File: config.mk
export PLATFORM = sky130hd
export DESIGN_NAME = demux_tdm
export DESIGN_NICKNAME = d
export VERILOG_FILES = /design/src/rtl/demux_pkg.sv /design/src/rtl/demux_tdm.sv
export SDC_FILE = /design/constraint.sdc
export NUM_CORES = 1
export LEC_CHECK = 0
export CORE_ASPECT_RATIO = 0.9
export CORE_MARGIN = 2
export CORE_UTILIZATION = 47
export CTS_BUF_LIST = sky130_fd_sc_hd__clkbuf_16
export CTS_CLUSTER_DIAMETER = 80
export DETAILED_ROUTE_END_ITERATION = 10
export PLACE_DENSITY_LB_ADDON = 0.05
export SYNTH_ARGS = -nofsm -noshare
export SYNTH_HDL_FRONTEND = slang
export SYNTH_SLANG_ARGS = --single-unit
File: constraint.sdc
create_clock -name clk -period 1.85 [get_ports clk]
set_input_delay 0.37 -clock clk [delete_from_list [all_inputs] [get_ports clk]]
set_output_delay 0.37 -clock clk [all_outputs]
set_load 0.05 [all_outputs]
File: src/rtl/demux_pkg.sv
// Shared types and default sizing for the TDM demultiplexer.
package demux_pkg;

  localparam int DEF_WIDTH = 8;
  localparam int DEF_N     = 8;

  typedef enum logic {
    BUSCA,
    RECEBE
  } state_t;

  typedef logic [$clog2(DEF_N)-1:0] chan_t;

endpackage

File: src/rtl/demux_tdm.sv
// TDM byte demultiplexer: rebuilds N parallel channels from a sync-marked serial byte stream.
// Optional even-parity checking per beat is enabled with DEMUX_PARITY_EN.
module demux_tdm
  import demux_pkg::*;
#(
  parameter int WIDTH = DEF_WIDTH,
  parameter int N     = DEF_N
) (
  input  logic                      clk,
  input  logic                      rst,
  input  logic [WIDTH-1:0]          Entrada,
  input  logic                      Valido,
  input  logic                      Sinc,
  input  logic                      Limpa_erro,
`ifdef DEMUX_PARITY_EN
  input  logic                      Paridade,
`endif
  output logic [N-1:0][WIDTH-1:0]   Saida,
  output logic [$clog2(N)-1:0]      Sinal,
  output logic                      Quadro_ok,
  output logic                      Erro
);

  localparam int CW = $clog2(N);
  localparam logic [CW-1:0] LAST = CW'(N-1);

  state_t                    state;
  logic [CW-1:0]             cnt;
  logic [N-1:0][WIDTH-1:0]   shadow;
  logic                      bad;
  logic                      par_ok;
  logic                      err_set;
  logic [N-1:0][WIDTH-1:0]   merged;

`ifdef DEMUX_PARITY_EN
  assign par_ok = ~(^{Entrada, Paridade});
`else
  assign par_ok = 1'b1;
`endif

  assign Sinal = cnt;

  // Final byte is merged combinationally so the commit happens on the same edge.
  always_comb begin
    merged         = shadow;
    merged[N-1]    = Entrada;
  end

  always_comb begin
    err_set = 1'b0;
    if (Valido) begin
      case (state)
        BUSCA:  err_set = Sinc & ~par_ok;
        RECEBE: err_set = ~par_ok | (Sinc & (cnt != '0)) | (~Sinc & (cnt == '0));
        default: err_set = 1'b0;
      endcase
    end
  end

  always_ff @(posedge clk) begin
    if (rst) begin
      state     <= BUSCA;
      cnt       <= '0;
      shadow    <= '0;
      bad       <= 1'b0;
      Saida     <= '0;
      Quadro_ok <= 1'b0;
      Erro      <= 1'b0;
    end else begin
      Quadro_ok <= 1'b0;
      Erro      <= err_set | (Erro & ~Limpa_erro);
      if (Valido) begin
        case (state)
          BUSCA: begin
            if (Sinc && par_ok) begin
              shadow[0] <= Entrada;
              cnt       <= CW'(1);
              bad       <= 1'b0;
              state     <= RECEBE;
            end
          end
          RECEBE: begin
            if (Sinc) begin
              // Sync always restarts the frame; an early one drops the partial frame.
              shadow[0] <= Entrada;
              cnt       <= CW'(1);
              bad       <= ~par_ok;
            end else if (cnt == '0) begin
              state <= BUSCA;
            end else begin
              shadow[cnt] <= Entrada;
              bad         <= bad | ~par_ok;
              if (cnt == LAST) begin
                cnt <= '0;
                if (!bad && par_ok) begin
                  Saida     <= merged;
                  Quadro_ok <= 1'b1;
                end
              end else begin
                cnt <= cnt + 1'b1;
              end
            end
          end
          default: state <= BUSCA;
        endcase
      end
    end
  end

endmodule

# --- After elaboration in Yosys (flattened, before gate mapping) ---
# Index checks and enable logic that the tools add are counted.
totals:
  reg_bits: 135
  input_bits: 13
  out_inout_bits: 69
  wordCells: 67
op_classes:
  addsub: 1
  n_lt_le_gt_ge: 2
  eq_ne: 3
  mux: 20
  n_bitwise: 12
  n_reduce_logical: 8
ops:
  columns: ["operator", "n"]
  rows:
  - ["$bwmux W64", 1]
  - ["$mux W8", 4]
  - ["$demux W8 S3", 1]
  - ["$pmux W8 S2", 1]
  - ["$mux W3", 4]
  - ["$not A1 Y1", 7]
  - ["$mux W1", 6]
  - ["$pmux W3 S2", 1]
  - ["$reduce_and A6 Y1", 1]
  - ["$reduce_or A6 Y1", 1]
  - ["$lt A3 B4 Y1 const B", 1]
  - ["$pmux W1 S2", 2]
  - ["$reduce_and A4 Y1", 1]
  - ["$add A3 B1 Y3 const B", 1]
  - ["$and A1 B1 Y1", 3]
  - ["$eq A3 B3 Y1 const B", 1]
  - ["$ge A3 B1 Y1 const B", 1]
  - ["$logic_not A3 Y1", 1]
  - ["$ne A3 B3 Y1 const B", 1]
  - ["$reduce_and A3 Y1", 1]
  - ["$reduce_bool A3 Y1", 1]
  - ["$ne A2 B2 Y1 const B", 1]
  - ["$or A1 B1 Y1", 2]
  - ["$reduce_and A2 Y1", 1]
  - ["$logic_and A1 B1 Y1", 1]

# --- Longest topological paths before layout ---
# Gate-level depths: netlist (run 1).
logic_depth:
  ltp_word: 8
  depth_mapped: 10
  depth_no_buf: 7

# --- Worst setup path after synthesis (run 1) ---
# Ideal clock, no wire load.
synth_path:
  kind: "flip-flop to flip-flop"
  from: "register cnt[0] (netlist: Sinal[0])"
  to: "register Saida[16] in the netlist's numbering"
  setup_ns: 0.135
  t_arrival_ns: 2.288
  required_ns: 1.715
  path_slack_ns: -0.572
  path_stages_with_launch: 11
  path_buffers: 4
  period_less_slack_ns: 2.422
  cell_sequence: "dfxtp_1 -> buf_2 -> inv_1 -> ha_1 -> nor2b_1 -> buf_6 -> or3_1 -> buf_4 -> buf_6 -> nand2_1 -> a21oi_2"
synth_via:
  elab_chain_cells: 3
  elab_cells_between_ends: 4
  classes_between: "eq/ne: 1; bitwise: 1; reduce/logical: 2"
synth_lines:
  columns: ["element", "line_no", "source"]
  rows:
  - ["start, declared", "demux_tdm.sv:28", "logic [CW-1:0] cnt;"]
  - ["start signal, assigned", "demux_tdm.sv:100", "cnt <= cnt + 1'b1;"]
  - ["$logic_not A3 Y1", "demux_tdm.sv:88", "end else if (cnt == '0) begin"]
  - ["$not A1 Y1 (no source line)", null, null]
  - ["$reduce_and A6 Y1 (no source line) (*)", null, null]
  - ["end signal, assigned", "demux_tdm.sv:96", "Saida <= merged;"]
  - ["end, declared", "demux_tdm.sv:18", "output logic [N-1:0][WIDTH-1:0] Saida,"]
# Every way passes the cells marked *; elsewhere a longest branch is shown, timed or not.
# A chain may end at the register's enable or synchronous reset.

# --- Worst setup path after layout (run 1) ---
layout_path:
  from: "register cnt[0] (netlist: Sinal[0])"
  to: "register Saida[0] in the netlist's numbering"
# The elaborated chain is that of the path after synthesis.

==> results of run 1 <==
power groups by stage:
stage	sequential [W]	clock (W)	combinational, W
floorplan	0.00280	0	0.000119
finish	0.00274	0.00300	0.000253
CTS	0.00274	0.00304	0.000242
detailed placement	0.00280	0	0.000241
global placement	0.00280	0	0.000237
global route	0.00274	0.00315	0.000270
metrics by stage:
step	setup slack (ns)	TNS, ns	power, W	hold WS (ns)	util (%)
floorplan	-0.0940	-4.95	0.00292	0.432	-
global placement	-0.0919	-6.17	0.00304	0.440	59.0
global route	-0.0317	-0.529	0.00617	0.350	66.7
CTS	0.0192	0	0.00602	0.330	64.3
detailed placement	-0.147	-8.64	0.00304	0.446	59.0
finish	0.0298	0	0.00600	0.339	66.7
kinds of logic (layout without fill, tap and decap cells):
kind of cell	count (synthesis)	count (layout)	synth area share, %
compound gates	106	106	12.3
fa+ha+maj	6	6	1.57
buf+inv	39	161	5.23
flops	126	126	52.7
mux	24	24	5.02
simple gates	226	226	23.2
final cells by class:
| cell class | count | area share, % |
|---|---|---|
| clock buffers | 17 | 6.51 |
| clock inverters | 14 | 1.61 |
| inverters | 5 | 0.441 |
| multi-input cells | 362 | 32.7 |
| flip-flops and latches | 126 | 38.8 |
| well taps | 126 | 2.41 |
| repair buffers | 125 | 17.6 |
routing by layer:
metal / track usage (%) / vias up
li1: - / 1974
met1: 31.2 / 1840
met2: 32.3 / 100
met3: 5.57 / 10
met4: 7.31 / 0
met5: 0 / -
worst reg2reg max path: cells and delay by family, from the launching register on:
| kind | cells | cell delay, ns |
|---|---|---|
| flops | 1 | 0.38 |
| fa+ha+maj | 2 | 0.27 |
| simple gates | 3 | 0.43 |
| compound gates | 1 | 0.13 |
| buf+inv | 3 | 0.53 |
flip-flops by register name, indices dropped and copies added (netlist names):
register and cells:
Sinal 3, merged 56, Erro 1, Saida 64, Quadro_ok 1, state 1
cell usage in the layout (no fill, tap or decap), drive strengths merged:
cell type,Yosys,layout
a211oi,1,1
bufinv,0,1
nand2,148,148
inv,5,8
nand4b,2,2
clkbuf,17,20
nor3b,1,1
a21oi,77,77
buf,17,106
a311oi,1,1
dfxtp,126,126
nand2b,16,16
nor2,20,20
o21a,1,1
nand4,3,3
or3,3,3
mux2i,24,24
dlygate4sd2,0,5
clkdlybuf4s50,0,11
o21ai,26,26
nor2b,2,2
clkinvlp,0,2
nor3,4,4
ha,6,6
nand3b,24,24
clkinv,0,8
and3b,1,1
nand3,2,2
final timing paths:
path,startpoint,to,slack (ns),cells after the start
setup / recovery,Sinal[0],Saida[0],0.03,9
hold reg to reg,Saida[46],Saida[46],0.45,2
hold / removal,rst,Saida[9],0.34,2
setup reg to reg,Sinal[0],Saida[0],0.03,9
repair_timing:
action | in CTS | in global routing
endpoints found under the setup margin | 5 | 64
gates cloned | 0 | 4
gates resized for setup | 5 | 24
setup buffers | 0 | 8
endpoints found under the hold margin | 0 | 0
pin swaps | 0 | 15
hold buffers | 0 | 0
==> impl_metrics.py, run 1 <==
metrics = {
    "run_status": {
        "outcome": "complete, no violations",
    },
    "setup_path": {
        "crit_chain": "ha_4 -> ha_4 -> nand3_2 -> buf_6 -> nor3_4 -> buf_6 -> clkbuf_16 -> nand2_2 -> a21oi_2",
        "cp_data_arrival_time_ns": 2.16,
        "path_class": "reg2reg",
        "cp.buffers_inverters": 3,
        "cp_max_fo": 8,
        "max_stage_delay_ns": 0.38,
        "path_delay_family": "buffers and inverters",
        "startpoint_type": "register",
        "end_kind": "register",
        "required_ns": 2.19,
        "cpMaxStageDelayCell": "dfxtp_4",
    },
    "layout": {
        "insertedDiodeCount": 0,
        "multiInputGateArea_mm2": 0.00213,
        "final_cells": 775,
        "syn2layout_area_growth_pct": 36.5,
        "drive_gt1_share_pct": 30.5,
        "final_area_mm2": 0.00653,
        "nets": 656,
        "seq_area_mm2": 0.00253,
        "fillers": 818,
    },
    "floorplanning": {
        "die_area_mm2": 0.0110,
        "start_util_pct": 48.9,
        "die_x_um": 110,
        "io-pin-count": 82,
        "num_rows": 34,
        "core-area_mm2": 0.00978,
        "fp.dieH_um": 99.7,
    },
    "global_route": {
        "track_usage_pct": 21.9,
        "grt_pass1_vias": 3633,
        "antenna_found_initial": 0,
        "grt_pass1_wl_um": 18400,
        "grt_max_degree": 58,
        "grt.overflow.total": 0,
    },
    "power": {
        "p_leak_nw": 2.50,
        "netSwitchingPower_w": 0.00135,
        "combPwrFrac_pct": 4.2,
        "ir_worst_vdd_mv": 0.674,
        "swShare_pct": 22.5,
        "p_per_area_mw_per_mm2": 918,
        "p_int_w": 0.00464,
        "pwr-share-clk_pct": 50.1,
        "seq_power_share_pct": 45.7,
    },
    "yosys": {
        "synth_edf_count": 0,
        "ys.flop_type": "dfxtp_1",
        "synth.distinct_cells": 32,
        "synthTopCellsByArea": "dfxtp_1, nand2_1, a21oi_1",
        "ys_seq_area_share_pct": 52.7,
        "async_reset_ff_share_pct": 0,
        "yosysMostFrequentCell": "nand2_1",
        "synth_warnings": 0,
        "netlist_area_mm2": 0.00478,
        "ys_ff_latch": 126,
        "avgSynthCellArea_um2": 9.08,
        "synth_top_area_cell": "dfxtp_1",
        "synth_top_area_share_pct": 52.7,
        "ys_top_cells_by_count": "nand2_1, dfxtp_1, a21oi_1, o21ai_0",
        "synthCells": 527,
        "syn_nets": 546,
    },
    "routing": {
        "dr_total_vias": 3924,
        "drt.antenna.violating_nets": 0,
        "wl_met1_um": 5690,
        "routed_via_density": 5.06,
        "wl_per_cell_um": 15.4,
        "wirelength_um": 12000,
        "highest_layer": "met4",
        "drc": 0,
        "wl_met2_um": 5510,
        "firstDrtPassIters": 5,
        "drt_iter0_markers": 251,
        "dr_wl_met3_um": 627,
    },
    "cts": {
        "cts_buffer_depth": 2,
        "htree_levels": 4,
        "clk_pin_slew_worst_paths_ns": 0.06,
        "root_buffer": "clkbuf_16",
        "cts_buffers": 17,
        "tritoncts": "yes",
        "cts.sinks": 126,
        "clk_latency_ns": 0.41,
    },
    "place": {
        "dpl.cell_count": 733,
        "routabilityCongestion": 0.772,
        "port_buffers": 81,
        "placed_area_mm2": 0.00577,
        "hpwl_um": 7580,
    },
    "sta": {
        "hold_viol": 0,
        "setup_viol": 0,
        "clock.fmax_mhz": 549,
        "slew_headroom_pct": 66.2,
        "maxSlewViolCount": 0,
        "worst_pin_slew_ns": 0.508,
        "period_share_pct": 98.4,
        "fin_crit_ns": 1.82,
        "skew_ns": 0.00610,
    },
    "flow_run": {
        "drv_cap": 0,
    },
    "min_path": {
        "hp-class": "in2reg",
    },
}
Power figures use the tool's default switching activity.
==> run 2: changes to the inputs <==
Settings changed: CTS_BUF_LIST sky130_fd_sc_hd__clkbuf_16 to sky130_fd_sc_hd__clkbuf_8 sky130_fd_sc_hd__clkbuf_16, CTS_CLUSTER_SIZE set to 28.
==> run 2 against run 1 <==
Sequential cell count unchanged. Cell area increased by 0.15%. Worst hold slack improved by 0.0077 ns. Maximum frequency down 0.17%. Global-route usage increased by 0.11 points. Die area unchanged. Clock-buffer cell count is 1 higher. Critical path depth unchanged. First-iteration DRC count fell by 12%. Non-clock buffer count unchanged. Highest routed layer unchanged.
==> impl_metrics.py, run 2 (synthesized netlist as in run 1, its figures left out) <==
metrics = {
    "setup_path": {
        "r2r-end": "Saida[0]",
        "cp_data_arrival_time_ns": 2.17,
        "r2r_slack_ns": 0.03,
        "end_kind": "register",
        "cp.buffers_inverters": 3,
        "crit_chain": "ha_4 -> ha_4 -> nand3_2 -> buf_6 -> nor3_4 -> buf_6 -> clkbuf_16 -> nand2_2 -> a21oi_2",
        "cp_num_cells": 9,
        "crit_start": "Sinal[0]",
        "crit_path_end": "Saida[0]",
        "r2r-start": "Sinal[0]",
        "path_class": "reg2reg",
        "path_delay_family": "buffers and inverters",
        "cp_max_fo": 8,
        "max_stage_delay_ns": 0.38,
        "startpoint_type": "register",
        "required_ns": 2.19,
        "cpMaxStageDelayCell": "dfxtp_4",
        "r2r_cells": 9,
    },
    "routing": {
        "drt.antenna.violating_nets": 0,
        "drt_iter0_markers": 221,
        "wirelength_um": 12000,
        "dr_total_vias": 3979,
        "wl_per_cell_um": 15.5,
        "drc": 0,
        "routed_via_density": 5.13,
        "firstDrtPassIters": 5,
    },
    "place": {
        "post-place-ws_ns": -0.147,
        "placed_area_mm2": 0.00577,
        "dpl.cell_count": 733,
        "routabilityCongestion": 0.772,
        "hpwl_um": 7580,
        "port_buffers": 81,
    },
    "global_route": {
        "grt_max_degree": 58,
        "grt.overflow.total": 0,
        "antenna_found_initial": 0,
        "grt_pass1_vias": 3648,
        "track_usage_pct": 22.0,
        "grt_pass1_wl_um": 18500,
    },
    "sta": {
        "skew_ns": 0.00632,
        "setup_viol": 0,
        "slew_headroom_pct": 66.2,
        "layout_setup_ws_ns": 0.0268,
        "clock.fmax_mhz": 548,
        "hold_viol": 0,
        "maxSlewViolCount": 0,
        "fin_crit_ns": 1.82,
        "worst_pin_slew_ns": 0.508,
        "period_share_pct": 98.6,
    },
    "min_path": {
        "hp-class": "in2reg",
    },
    "layout": {
        "final_cells": 775,
        "syn2layout_area_growth_pct": 36.7,
        "multiInputGateArea_mm2": 0.00213,
        "final_cell_mix": "nand2_1, dfxtp_1, buf_4",
        "drive_gt1_share_pct": 30.7,
        "regMostFlops": "Saida",
        "largest_register_ffs": 64,
        "final_area_mm2": 0.00654,
        "final_util_pct": 66.8,
        "nets": 656,
        "final_common_cell": "nand2_1",
        "seq_area_mm2": 0.00253,
        "insertedDiodeCount": 0,
        "fillers": 813,
    },
    "floorplanning": {
        "fp.dieH_um": 99.7,
        "start_util_pct": 48.9,
        "core-area_mm2": 0.00978,
        "die_x_um": 110,
        "num_rows": 34,
        "die_area_mm2": 0.0110,
        "io-pin-count": 82,
    },
    "cts": {
        "cts.sinks": 126,
        "htree_levels": 4,
        "clk_latency_ns": 0.41,
        "cts_buffers": 17,
        "cts_buffer_depth": 2,
        "tritoncts": "yes",
        "clk_pin_slew_worst_paths_ns": 0.06,
        "root_buffer": "clkbuf_16",
    },
    "power": {
        "power_w": 0.00604,
        "p_leak_nw": 2.51,
        "p_per_area_mw_per_mm2": 923,
        "ir_worst_vdd_mv": 0.638,
    },
    "run_status": {
        "outcome": "complete, no violations",
    },
    "flow_run": {
        "drv_cap": 0,
    },
}
-- run 2: cell types whose count changed in the layout (fill, tap and decap cells not counted) --
cell      change
clkbuf_8      +1
clkinv_1      -1
-- run 2: routing by layer --
| layer | routed length [µm] | GRT usage (%) | vias up | part of all wire [%] |
|---|---|---|---|---|
| met5 | 0 | 0 | - | 0 |
| met4 | 184 | 8.27 | 0 | 1.5 |
| met3 | 662 | 5.57 | 14 | 5.5 |
| met2 | 5560 | 32.0 | 115 | 46 |
| met1 | 5620 | 31.3 | 1875 | 47 |
| li1 | - | - | 1975 | - |
-- run 2: worst min path at each step --
stage / end / cells past startpoint / start / slack, ns
detailed placement: Saida[8] / 2 / Saida[8] / 0.45
global placement: Saida[38] / 2 / Saida[38] / 0.44
CTS: Saida[22] / 2 / rst / 0.33
floorplan: Saida[10] / 2 / merged[10] / 0.43
finish: Saida[9] / 2 / rst / 0.35
global route: Saida[22] / 2 / rst / 0.35
-- run 2: cell type report --
cell class                 instances  share of cell area [%]
multi-input combinational        362                    32.6
timing repair buffer             125                    17.5
sequential                       126                    38.7
inverter                           5                   0.440
clock inverter                    13                    1.55
clock buffer                      18                    6.72
tap                              126                    2.41
-- run 2: power breakdown --
part / leakage [nW] / internal [W] / switching, W
logic: 1.22 / 0.000106 / 0.000147
registers: 1.02 / 0.00273 / 0.0000136
clock network: 0.274 / 0.00185 / 0.00119
-- run 2: through the flow --
stage               TNS [ns]  hold slack (ns)
finish                     0            0.347
global route          -0.530            0.350
CTS                        0            0.333
detailed placement     -8.64            0.446
global placement       -6.17            0.440
floorplan              -4.95            0.432
-- run 2: timing repair --
action	in CTS	in global routing
hold buffers	0	0
cloned	0	4
pin swaps	0	15
setup buffers	0	8
endpoints found under the setup margin	5	64
gates resized for setup	5	24
